==> src/rtl/pipeline_pkg.sv <==
// Shared pipeline control types: hazard FSM states, register-zero constant
// and the bundle of per-stage flush controls.
package pipeline_pkg;

    typedef enum logic {
        RUN   = 1'b0,
        STALL = 1'b1
    } hcu_state_t;

    // x0 is hard-wired zero, so a load targeting it never creates a hazard.
    localparam logic [4:0] REG_ZERO = 5'd0;

    typedef struct packed {
        logic if_id;
        logic id_ex;
        logic ex_mem;
    } flush_ctl_t;

endpackage

==> src/rtl/hazard_control_unit_sat_counter.sv <==
// Saturating up-counter used for the stall / flush statistics.
module sat_counter #(
    parameter int W = 16
) (
    input  logic         clk,
    input  logic         reset,
    input  logic         inc,
    output logic [W-1:0] count
);

    logic [W-1:0] r_count;

    // Count events, sticking at all-ones instead of wrapping.
    always_ff @(posedge clk or posedge reset) begin
        if (reset) begin
            r_count <= '0;
        end else if (inc && (r_count != {W{1'b1}})) begin
            r_count <= r_count + 1'b1;
        end
    end

    assign count = r_count;

endmodule

==> src/rtl/hazard_control_unit.sv <==
// Stall/flush controller: holds the front end on load-use hazards for a
// programmable number of cycles, redirects and flushes on taken branches
// resolved in MEM, and keeps saturating stall / flush statistics.
module hazard_control_unit
    import pipeline_pkg::*;
#(
    parameter int LOAD_STALL_CYCLES = 2,
    parameter int CNT_W             = 16
) (
    input  logic             clk,
    input  logic             reset,
    input  logic [4:0]       IF_ID_RegisterRs1,
    input  logic [4:0]       IF_ID_RegisterRs2,
    input  logic             IF_ID_UsesRs1,
    input  logic             IF_ID_UsesRs2,
    input  logic             ID_EX_MemRead,
    input  logic [4:0]       ID_EX_RegisterRd,
    input  logic             EX_MEM_Branch,
    input  logic             EX_MEM_Zero,
    input  logic             MemBusy,
    output logic             PCWrite,
    output logic             PCSrc,
    output logic             IF_ID_Write,
    output logic             ID_EX_Bubble,
    output logic             IF_ID_Flush,
    output logic             ID_EX_Flush,
    output logic             EX_MEM_Flush,
    output logic [CNT_W-1:0] StallCycles,
    output logic [CNT_W-1:0] FlushEvents
);

    // Remaining bubbles after the one inserted on hazard detection.
    localparam logic [3:0] STALL_INIT = 4'(LOAD_STALL_CYCLES - 1);

    hcu_state_t r_state;
    hcu_state_t w_state_next;
    logic [3:0] r_remain;
    logic [3:0] w_remain_next;
    logic       w_hazard;
    logic       w_taken;
    logic       w_stall_inc;
    logic       w_flush_inc;
    flush_ctl_t w_flush;

    assign w_hazard = ID_EX_MemRead && (ID_EX_RegisterRd != REG_ZERO) &&
                      ((IF_ID_UsesRs1 && (ID_EX_RegisterRd == IF_ID_RegisterRs1)) ||
                       (IF_ID_UsesRs2 && (ID_EX_RegisterRd == IF_ID_RegisterRs2)));
    assign w_taken  = EX_MEM_Branch && EX_MEM_Zero;

    // State and bubble-count registers; reset discards any stall in progress.
    always_ff @(posedge clk or posedge reset) begin
        if (reset) begin
            r_state  <= RUN;
            r_remain <= 4'd0;
        end else begin
            r_state  <= w_state_next;
            r_remain <= w_remain_next;
        end
    end

    // Next-state: a memory freeze holds everything, a taken branch aborts stalls.
    always_comb begin
        w_state_next  = r_state;
        w_remain_next = r_remain;
        if (MemBusy) begin
            w_state_next  = r_state;
        end else if (w_taken) begin
            w_state_next  = RUN;
            w_remain_next = 4'd0;
        end else if (r_state == STALL) begin
            w_remain_next = r_remain - 4'd1;
            if (r_remain == 4'd1) begin
                w_state_next = RUN;
            end
        end else if (w_hazard && (LOAD_STALL_CYCLES > 1)) begin
            w_state_next  = STALL;
            w_remain_next = STALL_INIT;
        end
    end

    // Outputs in priority order: reset, freeze, redirect, stall, normal run.
    always_comb begin
        PCWrite      = 1'b0;
        PCSrc        = 1'b0;
        IF_ID_Write  = 1'b0;
        ID_EX_Bubble = 1'b0;
        w_flush      = '0;
        w_stall_inc  = 1'b0;
        w_flush_inc  = 1'b0;
        if (reset) begin
            ID_EX_Bubble = 1'b1;
        end else if (MemBusy) begin
            PCWrite      = 1'b0;
        end else if (w_taken) begin
            PCSrc        = 1'b1;
            PCWrite      = 1'b1;
            IF_ID_Write  = 1'b1;
            w_flush      = '{if_id: 1'b1, id_ex: 1'b1, ex_mem: 1'b1};
            w_flush_inc  = 1'b1;
        end else if ((r_state == STALL) || w_hazard) begin
            ID_EX_Bubble = 1'b1;
            w_stall_inc  = 1'b1;
        end else begin
            PCWrite      = 1'b1;
            IF_ID_Write  = 1'b1;
        end
    end

    assign IF_ID_Flush  = w_flush.if_id;
    assign ID_EX_Flush  = w_flush.id_ex;
    assign EX_MEM_Flush = w_flush.ex_mem;

    sat_counter #(.W(CNT_W)) u_stall_cnt (
        .clk   (clk),
        .reset (reset),
        .inc   (w_stall_inc),
        .count (StallCycles)
    );

    sat_counter #(.W(CNT_W)) u_flush_cnt (
        .clk   (clk),
        .reset (reset),
        .inc   (w_flush_inc),
        .count (FlushEvents)
    );

endmodule
==> config.mk <==
export PLATFORM = sky130hd
export DESIGN_NAME = hazard_control_unit
export DESIGN_NICKNAME = d
export VERILOG_FILES = /design/src/rtl/pipeline_pkg.sv /design/src/rtl/hazard_control_unit_sat_counter.sv /design/src/rtl/hazard_control_unit.sv
export SDC_FILE = /design/constraint.sdc
export NUM_CORES = 1
export LEC_CHECK = 0
export CORE_MARGIN = 1
export CORE_UTILIZATION = 48
export CTS_CLUSTER_DIAMETER = 30
export DETAILED_ROUTE_END_ITERATION = 8
export GPL_TIMING_DRIVEN = 0
export PLACE_DENSITY = 0.79
export SLEW_MARGIN = 20
export SYNTH_ARGS = -nofsm -noshare
export SYNTH_HDL_FRONTEND = slang
export SYNTH_HIERARCHICAL = 1
export SYNTH_SLANG_ARGS = --single-unit
==> constraint.sdc <==
create_clock -name clk -period 2.35 [get_ports clk]
set_input_delay 0.47 -clock clk [delete_from_list [all_inputs] [get_ports clk]]
set_output_delay 0.47 -clock clk [all_outputs]
set_load 0.02 [all_outputs]
==> metrics.yaml <==
coreArea_sq_mm: 0.00441
pre_cts_slack_ns: -0.865
wl_per_cell_um: 15.4
hold_viol: 0
synth_edf_count: 0
criticalPathCategory: "in2out"
remaining_drc_errors: 0
drtIter0Drc: 84
place_area_sq_mm: 0.00293
period_share_pct: 98.9
start_util_pct: 50.8
gp_congestion: 0.801
die_x_um: 70.3
overflow: 0
drive_above_1_share_pct: 25.9
worst_slew_pin_slew_ns: 0.605
cts.sinks: 37
io_pins: 62
p_per_area_mw_per_mm2: 502
diodes: 0
place_inst: 334
path_clk_slew_ns: 0.07
drt-total-wl_um: 5570
dr_total_vias: 2044
layout_commonest_cell: "dfrtp_1"
dieHeight_um: 70.3
final_cell_mix: "dfrtp_1 (37), clkdlybuf4s50_1 (34), xnor2_1 (31), nand2_1 (19), buf_4 (19)"
core.rowCount: 24
cts-root-buf: "clkbuf_8"
nFillCells: 333
max_slew_margin_pct: 59.6
first_pass_iters: 4
maxCapViolCount: 0
synth_cell_types: 45
antenna_left: 0
h-tree-depth: 2
multiInputGateArea_sq_mm: 0.00137
synth_warnings: 6
insertion_delay_ns: 0.29
drv_slew: 0
viasPerCell: 5.66
cp_max_fo: 3
setup_viol: 0
grt_max_degree: 17
cts.path.max_buffers: 2
tns_ns: 0
antenna_found_initial: 0
min_path_type: "in2async"
status: "finished, final reports clean"
grt_pass1_wl_um: 9290
fmax_mhz: 430
rsz0062_at_grt: "true"
syn_nets: 248
cp.arrival_ns: 1.85
cts_tree: "built"
min_period_ns: 2.32
grt_pass1_vias: 2028
die_area_sq_mm: 0.00495
synthToLayoutAreaGrowth_pct: 46.1
postCtsHoldBufs: 0
synth_cells: 221
cp-start-kind: "primary input"
synth_seq_cells: 37
grt_usage_pct: 23.6
design_area_sq_mm: 0.00328
syn_area_sq_mm: 0.00224
fin_util_pct: 74.2
hpwl_um: 3780
nNetsFinal: 336
avgSynthCellArea_sq_um: 10.1
p_leak_nw: 1.46
port_buffers: 61
total_power_mw: 1.65
fin_ws_ns: 0.0263
irDropWorstVdd_v: 0.000334
holdWs_ns: 0.376
cp-end-kind: "primary output"
synthFlopType: "dfrtp_1"
ff_latch_area_sq_um: 926
instances_no_fill: 361
seq_area_frac_synth_pct: 41.3
async_flop_share_pct: 100
cp.required_ns: 1.88
numCtsBuffers: 5
skew_ns: 0.00859
-- worst paths after layout --
kind                                                   startpoint  cells after the start  slack [ns]                           endpoint
max in group asynchronous                                   reset                      2        1.41  u_stall_cnt/count[14]$_DFFE_PP0P_
min in group clk                u_stall_cnt/count[15]$_DFFE_PP0P_                      1        0.51  u_stall_cnt/count[15]$_DFFE_PP0P_
worst max register to register                r_state$_DFFE_PP0N_                      7        0.38  u_stall_cnt/count[14]$_DFFE_PP0P_
worst min-delay path                                        reset                      2        0.38                r_state$_DFFE_PP0N_
worst min register to register  u_stall_cnt/count[15]$_DFFE_PP0P_                      1        0.51  u_stall_cnt/count[15]$_DFFE_PP0P_
worst max-delay path                         IF_ID_RegisterRs2[0]                      7        0.03                            PCWrite
-- registers in the layout, summed over array words and instances, names as in the netlist --
| signal | count |
|---|---|
| u_flush_cnt/count | 16 |
| r_state | 1 |
| u_stall_cnt/count | 16 |
| r_remain | 4 |
-- worst max-delay path, cell delays in order --
cell and delay [ns]:
dlygate4sd2_1 0.24, xnor2_1 0.12, nand4_1 0.18, o22a_4 0.27, o311a_4 0.32, buf_4 0.14, buf_6 0.12
-- layout make-up --
cell class	count	share of cell area (%)
multi-input cells	170	41.7
flip-flops and latches	37	28.3
repair buffers	81	23.1
clock buffers	7	2.63
well taps	52	1.99
plain buffers	7	1.60
inverters	7	0.802
-- timing repair --
item,in CTS,in global routing
hold endpoints to repair,0,0
resized for setup,70,21
buffers inserted,19,1
cloned,0,0
pin swaps,21,21
endpoints found under the setup margin,22,15
-- synth_stat cells, drive strengths merged (4+ instances only) --
master,count,area (sq um)
dfrtp,37,926
nand4,16,143
nand3,16,80.1
nor3,5,30.0
inv,7,26.3
a21oi,7,35.0
and4,8,72.6
nor2,11,41.3
buf,4,30.0
mux2,4,45.0
xnor2,32,280
and3,11,71.3
nand2,23,91.3
ha,4,50.1
-- where the power goes --
group,internal (mW),switching (mW)
Combinational,0.218,0.211
Clock,0.233,0.213
Sequential,0.689,0.0828
-- cells by family (layout without fill, tap and decap cells) --
group | Yosys count | in the layout | share of synthesized area [%]
compound gates | 26 | 26 | 8.98
buf+inv | 14 | 102 | 3.01
fa+ha+maj | 4 | 4 | 2.23
simple gates | 102 | 102 | 29.1
mux | 6 | 6 | 2.90
flops | 37 | 37 | 41.3
xor+xnor | 32 | 32 | 12.5
-- layer usage --
metal  GRT usage [%]  part of all wire, %
met5               0                    0
met4            9.11                  2.8
met3            4.62                  4.1
met2            41.9                   53
met1            27.6                   40
No activity file was read; power rests on OpenSTA's default activity.
